$ cat src/rtl/regfile_sequencer.sv
// Multi-cycle register-to-register instruction sequencer: IDLE -> READ -> EXEC -> WRITE.
// Sole driver of the attached RegisterFile's ports; holds the zero and carry/borrow flags.
module regfile_sequencer #(
    parameter int SRCSIZE = 2
) (
    input  logic               clk,
    input  logic               rst,
    input  logic               in_valid,
    output logic               in_ready,
    input  logic [2:0]         in_op,
    input  logic [SRCSIZE-1:0] in_src1,
    input  logic [SRCSIZE-1:0] in_src2,
    input  logic [SRCSIZE-1:0] in_dst,
    input  logic [7:0]         in_imm,
    output logic               rf_write,
    output logic [SRCSIZE-1:0] rf_src1,
    output logic [SRCSIZE-1:0] rf_src2,
    output logic [SRCSIZE-1:0] rf_dst,
    output logic [7:0]         rf_data,
    input  logic [7:0]         rf_regA,
    input  logic [7:0]         rf_regB,
    output logic [7:0]         result,
    output logic               flag_z,
    output logic               flag_c,
    output logic               done,
    output logic               busy
);

    localparam logic [2:0] OP_ADD = 3'b000;
    localparam logic [2:0] OP_SUB = 3'b001;
    localparam logic [2:0] OP_AND = 3'b010;
    localparam logic [2:0] OP_OR  = 3'b011;
    localparam logic [2:0] OP_XOR = 3'b100;
    localparam logic [2:0] OP_LDI = 3'b101;
    localparam logic [2:0] OP_CMP = 3'b110;
    localparam logic [2:0] OP_NOP = 3'b111;

    typedef enum logic [1:0] {
        S_IDLE  = 2'd0,
        S_READ  = 2'd1,
        S_EXEC  = 2'd2,
        S_WRITE = 2'd3
    } state_t;

    state_t             r_state;
    state_t             w_next;
    logic               w_accept;

    logic [2:0]         r_op;
    logic [SRCSIZE-1:0] r_src1;
    logic [SRCSIZE-1:0] r_src2;
    logic [SRCSIZE-1:0] r_dst;
    logic [7:0]         r_imm;
    logic [7:0]         r_result;
    logic               r_z;
    logic               r_c;
    logic               r_done;

    logic [8:0]         w_sum;
    logic [8:0]         w_diff;
    logic [7:0]         w_alu;
    logic               w_alu_c;
    logic               w_upd;
    logic               w_upd_c;
    logic               w_writes;

    assign w_accept = in_valid && (r_state == S_IDLE);

    always_ff @(posedge clk or posedge rst) begin
        if (rst) begin
            r_state <= S_IDLE;
        end else begin
            r_state <= w_next;
        end
    end

    always_comb begin
        w_next = r_state;
        case (r_state)
            S_IDLE:  if (w_accept) w_next = S_READ;
            S_READ:  w_next = S_EXEC;
            S_EXEC:  w_next = S_WRITE;
            S_WRITE: w_next = S_IDLE;
            default: w_next = S_IDLE;
        endcase
    end

    // Source addresses are loaded at the accept edge so the RF read is settled throughout READ and EXEC.
    always_ff @(posedge clk or posedge rst) begin
        if (rst) begin
            r_op   <= OP_NOP;
            r_src1 <= '0;
            r_src2 <= '0;
            r_dst  <= '0;
            r_imm  <= '0;
        end else if (w_accept) begin
            r_op   <= in_op;
            r_src1 <= in_src1;
            r_src2 <= in_src2;
            r_dst  <= in_dst;
            r_imm  <= in_imm;
        end
    end

    assign w_sum  = {1'b0, rf_regA} + {1'b0, rf_regB};
    assign w_diff = {1'b0, rf_regA} - {1'b0, rf_regB};

    always_comb begin
        w_alu    = 8'h00;
        w_alu_c  = 1'b0;
        w_upd    = 1'b1;
        w_upd_c  = 1'b0;
        w_writes = 1'b1;
        case (r_op)
            OP_ADD: begin
                w_alu   = w_sum[7:0];
                w_alu_c = w_sum[8];
                w_upd_c = 1'b1;
            end
            OP_SUB: begin
                w_alu   = w_diff[7:0];
                w_alu_c = w_diff[8];
                w_upd_c = 1'b1;
            end
            OP_AND: w_alu = rf_regA & rf_regB;
            OP_OR:  w_alu = rf_regA | rf_regB;
            OP_XOR: w_alu = rf_regA ^ rf_regB;
            OP_LDI: w_alu = r_imm;
            OP_CMP: begin
                w_alu    = w_diff[7:0];
                w_alu_c  = w_diff[8];
                w_upd_c  = 1'b1;
                w_writes = 1'b0;
            end
            default: begin
                w_upd    = 1'b0;
                w_writes = 1'b0;
            end
        endcase
    end

    always_ff @(posedge clk or posedge rst) begin
        if (rst) begin
            r_result <= 8'h00;
            r_z      <= 1'b0;
            r_c      <= 1'b0;
        end else if (r_state == S_EXEC && w_upd) begin
            r_result <= w_alu;
            r_z      <= (w_alu == 8'h00);
            if (w_upd_c) r_c <= w_alu_c;
        end
    end

    always_ff @(posedge clk or posedge rst) begin
        if (rst) begin
            r_done <= 1'b0;
        end else begin
            r_done <= (r_state == S_WRITE);
        end
    end

    // Write strobe is decoded from the live state so an async reset mid-WRITE kills it at once.
    assign rf_write = (r_state == S_WRITE) && w_writes;
    assign rf_src1  = r_src1;
    assign rf_src2  = r_src2;
    assign rf_dst   = r_dst;
    assign rf_data  = r_result;
    assign result   = r_result;
    assign flag_z   = r_z;
    assign flag_c   = r_c;
    assign done     = r_done;
    assign in_ready = (r_state == S_IDLE);
    assign busy     = (r_state != S_IDLE);

endmodule

$ cat config.mk
export PLATFORM = sky130hd
export DESIGN_NAME = regfile_sequencer
export DESIGN_NICKNAME = d
export VERILOG_FILES = /design/src/rtl/regfile_sequencer.sv
export SDC_FILE = /design/constraint.sdc
export NUM_CORES = 1
export LEC_CHECK = 0
export BUFFER_PORTS_ARGS = -buffer_cell sky130_fd_sc_hd__buf_2
export CAP_MARGIN = 20
export CORE_UTILIZATION = 45
export CTS_BUF_LIST = sky130_fd_sc_hd__clkbuf_8 sky130_fd_sc_hd__clkbuf_16
export DETAILED_ROUTE_END_ITERATION = 12
export GPL_ROUTABILITY_DRIVEN = 1
export PLACE_DENSITY = 0.72
export SKIP_CTS_REPAIR_TIMING = 1
export SYNTH_ARGS = -nofsm -noshare
export SYNTH_HDL_FRONTEND = slang
export SYNTH_SLANG_ARGS = --single-unit
$ cat constraint.sdc
create_clock -name clk -period 2.1 [get_ports clk]
set_clock_uncertainty 0.2 [all_clocks]
set_input_delay 0.315 -clock clk [delete_from_list [all_inputs] [get_ports clk]]
set_output_delay 0.315 -clock clk [all_outputs]
set_load 0.1 [all_outputs]
## Word level (Yosys, flattened, before mapping)

Index checks and enable logic that the tools add are counted.

| storage, ports and cells | value |
|---|---|
| bits in registers | 30 |
| latch bits | 0 |
| memory bits (writable) | 0 |
| memory bits (read-only) | 0 |
| bits of input ports | 36 |
| output and inout port bits | 28 |
| memories | 0 |

| operators by class | value |
|---|---|
| $add $sub $neg | 2 |
| multipliers | 0 |
| divide/modulo/power cells | 0 |
| $lt $le $gt $ge | 0 |
| equality and inequality tests | 10 |
| shift-type cells | 0 |
| muxes and demuxes | 7 |
| bitwise logic cells | 3 |
| reductions and logical operators | 12 |

Operators by type and width:

| kind | number |
|---|---|
| $pmux 8 s6 | 1 |
| $add 8x8->9 | 1 |
| $eq 3x3->1 const B | 3 |
| $sub 8x8->9 | 1 |
| $and 8x8->8 | 1 |
| $logic_not 8->1 | 1 |
| $or 8x8->8 | 1 |
| $pmux 2 s4 | 1 |
| $xor 8x8->8 | 1 |
| $reduce_or 7->1 | 1 |
| $eq 3x2->1 const B | 2 |
| $reduce_or 6->1 | 1 |
| $eq 2x2->1 const B | 2 |
| $eq 3x1->1 const B | 1 |
| $logic_and 1x1->1 | 3 |
| $logic_not 3->1 | 1 |
| $mux 1 | 3 |
| $reduce_or 3->1 | 1 |
| $eq 2x1->1 const B | 1 |
| $logic_not 2->1 | 1 |
| $mux 2 | 1 |
| $ne 2x1->1 const B | 1 |
| $pmux 1 s2 | 1 |
| $reduce_and 2->1 | 1 |
| other kinds (2) | 2 |

## Longest topological paths before layout

| logic depth | value |
|---|---|
| depth in word-level cells | 5 |
| mapped depth | 10 |
| gate-level depth less buffers | 10 |

## Worst setup path after synthesis

OpenSTA, ideal clock, no wires.

| path | value |
|---|---|
| kind | reg-to-reg |
| from | register r_state[0] |
| to | register r_state[1] |
| arrival time | 2.430 ns |
| path slack | -0.688 ns |
| stages on the path, launching flop included | 6 |
| clock period less this slack | 2.788 ns |
| cell sequence | dfrtp_1 > inv_1 > ha_1 > inv_1 > o21ai_0 > o31ai_1 |

| between the ends | value |
|---|---|
| longest elaborated chain between the ends | 3 |

RTL lines:

| what | RTL line | source |
|---|---|---|
| start, declared | 45 | `state_t r_state;` |
| start signal, assigned | 73 | `r_state <= w_next;` |
| $logic_not 2->1 * | -- |  |
| named net in_ready | 9 | `output logic in_ready,` |
| $logic_and 1x1->1 | 67 | `assign w_accept = in_valid && (r_state == S_IDLE);` |
| $ne 2x1->1 (no source line) | -- |  |

The timed path passes the listed nets; every way through them passes the cells marked *.
A chain may end at the register's enable or synchronous reset.

## Worst setup path in the final report

| path | value |
|---|---|
| from | register r_op[1] |
| to | register r_z, in the netlist flag_z |

| between the ends | value |
|---|---|
| longest elaborated chain between the ends | 4 |

RTL lines:

| what | RTL line | source |
|---|---|---|
| start, declared | 49 | `logic [2:0] r_op;` |
| start signal, assigned | 97 | `r_op <= in_op;` |
| $eq 3x1->1, or another cell as far along | 114 | `case (r_op)` |
| $reduce_or 2->1 (no source line) or $reduce_or 7->1 (tied branches) | -- |  |
| $pmux 8 s6 or $mux 1 (tied branches) | 114 |  |
| $logic_not 8->1 or $logic_and 1x1->1 (tied branches) | 149, 147 |  |
| end signal, assigned | 149 | `r_z <= (w_alu == 8'h00);` |
| end, declared | 55 | `logic r_z;` |

Several ways; a longest one is shown, not always the timed one.

==> results.md <==
* 0 — total of warnings raised by yosys
* 6 — largest driver fanout on the critical path
* sky130_fd_sc_hd__dfrtp_1 (28%), sky130_fd_sc_hd__ha_1 (14%), sky130_fd_sc_hd__mux2_2 (9.7%), sky130_fd_sc_hd__a21oi_1 (5.1%), sky130_fd_sc_hd__inv_1 (3.8%) — top cells by area in the synthesized netlist
* 64 — ports placed on the boundary
* 336 — synthesized net count
* 0.62 ns — Largest stage delay, worst path
* negative setup slack — violations in the final reports
* 5 — Finish-stage setup viols
* 47.3% — initial standard-cell utilization of the core
* 2189 — vias in the first global route
* 0.28 ns — latest clock arrival within the worst-skew pair
* 2464 — routed vias
* 2 — CTS Buffer Depth
* 0 — antenna diode count
* sky130_fd_sc_hd__clkbuf_8 — CTS root buf
* 30.8% — sequential element share of the synthesized area
* 0.00181 mm^2 — multi-input gate area in the final layout
* flop — CP endpoint kind
* 271 — count of mapped cells out of synthesis
* sky130_fd_sc_hd__dfstp_2 — library cell contributing the largest single delay on the critical path
* 81 — violation count after the first detailed-route iteration
* 9.04 um^2 — syn avg cell area
* flop to flop — Worst Path Class, Setup
* 55.4% — fraction of layout instances using a drive strength above 1
* 103% — final critical-path share of the clock period
* 73.2% — share of the core filled with cells
* 75.8 um — die extent in y
* 50 — Synth cell types
* 4880 um — Post-DP HPWL
* sky130_fd_sc_hd__dfrtp_1 — most instantiated flip-flop cell in the synthesis netlist
* 2 — CTS H-tree depth
* true — setup repair after global routing missed its margin
* 0.00245 mm^2 — synthesized cell area
* 2.17 ns — fin crit period
* complete, but fails checks — run status
* 0.496 ns — Worst-Margin Slew
* 31 — pin count of the biggest net entering global routing
* 4 — 1st-pass router iterations
* 0 — count of flip-flops with a built-in enable after synthesis
* 9680 um — wire length of the first global-routing pass
* 0.830 — RD Place Congestion
* 6800 um — drt total wl
* 0.00574 mm^2 — die footprint
* 2.07 ns — WP data required
* 457 — number of nets in the finished design
* -0.0712 ns — final worst slack
* 5 — Num CTS Buffers
* 0 — count of final max-slew check failures
* 100% — Synth async-reset ratio
* 30 — number of clock sinks seen by CTS
* 0.00517 mm^2 — area of the core
* sky130_fd_sc_hd__dfrtp_1 — library cell occupying the most area in the post-synthesis netlist
* 22.4% — global router's overall resource usage
* 5.33 — average vias per placed instance
* yes — TritonCTS clock tree
* flop — kind of start point of the critical path
* 63 — number of buffer cells added on primary ports
* 397 — number of fill cells in the layout
* 0 — antenna viol nets, final
* 27.6% — Yosys top cell area share
* 75.8 um — horizontal die dimension
* 754 um^2 — Sequential Area
* input port to flop — min-delay worst type
* 0.06 ns — Clock Pin Slew Worst Setup and Hold Paths
* 14.7 um — wire length per cell
* 0 — antenna violations before repair
* 2.14 ns — data arrival time of the worst path
* 30 — FF+latch count, synth
* 26 — Core Rows
* 0 — grt ovf
* 0 — drt drc
* 67.1% — tightest slew margin relative to the limit
* sky130_fd_sc_hd__dfrtp_1 (27), sky130_fd_sc_hd__ha_1 (27), sky130_fd_sc_hd__a21oi_1 (25), sky130_fd_sc_hd__inv_1 (25), sky130_fd_sc_hd__mux2_2 (21) — leading cell types by count after synthesis
* 0 — max-cap violations
* buf_6, nor2b_4, a22o_1, nor2_1, a31oi_1, and4bb_1, a32o_1 — cells along the critical path
* 54.6% — layout-stage area growth over the synthesis result
* 461 MHz — highest clock frequency the design can meet
* 0 — count of endpoints failing hold in the final timing report
-- cell type report --
cell class              count  area share [%]
inverters                  26            3.01
flip-flops and latches     30            19.9
clock inverters             1           0.793
clock buffers               6            2.18
multi-input cells         196            47.8
repair buffers            133            24.0
well taps                  70            2.31
-- cell usage in the layout (no fill, tap or decap), drive strengths merged, types with 3 or more instances in the layout --
cell type,Yosys,layout
and2,3,3
nor2b,5,5
buf,16,132
o211ai,4,4
o21a,4,4
dfstp,3,3
dfrtp,27,27
nand3,8,8
nor2,20,20
nor3,4,4
mux2,21,21
clkbuf,3,6
ha,27,27
a21o,4,4
nand2,14,14
o21ai,16,16
a21oi,26,26
a221oi,4,4
a31oi,3,3
inv,26,25
-- critical path, delay by kind of cell, from the launching register on --
family          cells  cell delay, ns
simple gates        3            0.46
compound gates      3            0.62
buf+inv             1            0.15
flops               1            0.62
-- worst paths after layout --
| kind | from | to | slack (ns) | cells past startpoint |
|---|---|---|---|---|
| setup / recovery | r_op[1]$_DFFE_PP1P_ | flag_z$_DFFE_PP0P_ | -0.07 | 7 |
| hold / removal | in_valid | r_state[1]$_DFFE_PP0P_ | 0.05 | 2 |
| setup reg to reg | r_op[1]$_DFFE_PP1P_ | flag_z$_DFFE_PP0P_ | -0.07 | 7 |
| hold reg to reg | result[0]$_DFFE_PP0P_ | result[0]$_DFFE_PP0P_ | 0.29 | 1 |
| max in group asynchronous | rst | r_op[2]$_DFFE_PP1P_ | 0.92 | 4 |
| min in group asynchronous | rst | r_imm[6]$_DFFE_PP0P_ | 0.46 | 4 |
-- per-stage QoR --
stage	setup slack [ns]	setup TNS, ns	cells	hold WS, ns	area [um^2]
CTS	-0.260	-1.00	448	-0.0881	3390
detailed placement	-0.547	-3.26	441	0.211	3270
global placement	-0.514	-3.04	441	0.198	3270
finish	-0.0712	-0.204	462	0.0540	3790
floorplan	-0.234	-0.292	271	0.201	2560
global route	-0.130	-0.597	462	0.0591	3790
-- registers in the layout, indices dropped and copies added (netlist names) --
signal	cells
flag_c	1
result	8
rf_src1	2
rf_dst	2
r_imm	8
done	1
flag_z	1
r_op	3
rf_src2	2
r_state	2
-- cells by family (layout without fill, tap and decap cells) --
logic type	count (synthesis)	in the layout	share of synthesized area, %
buffers and inverters	45	166	8.94
flip-flops	30	30	30.8
AO/OA/AOI/OAI	76	76	20.3
multiplexers	23	23	10.5
adder cells (fa/ha/maj)	29	29	15.4
AND/OR/NAND/NOR	66	66	13.3
XOR/XNOR	2	2	0.716
-- per-layer routing --
layer  global-route usage (%)  share of wire [%]
met4                     7.00                1.8
met5                        0                  0
met3                     4.63                4.4
met1                     27.5                 41
met2                     39.3                 52
Power is left out: the tool's default activity adds up to more than one toggle a clock period on the data nets, which glitch-free logic cannot reach.
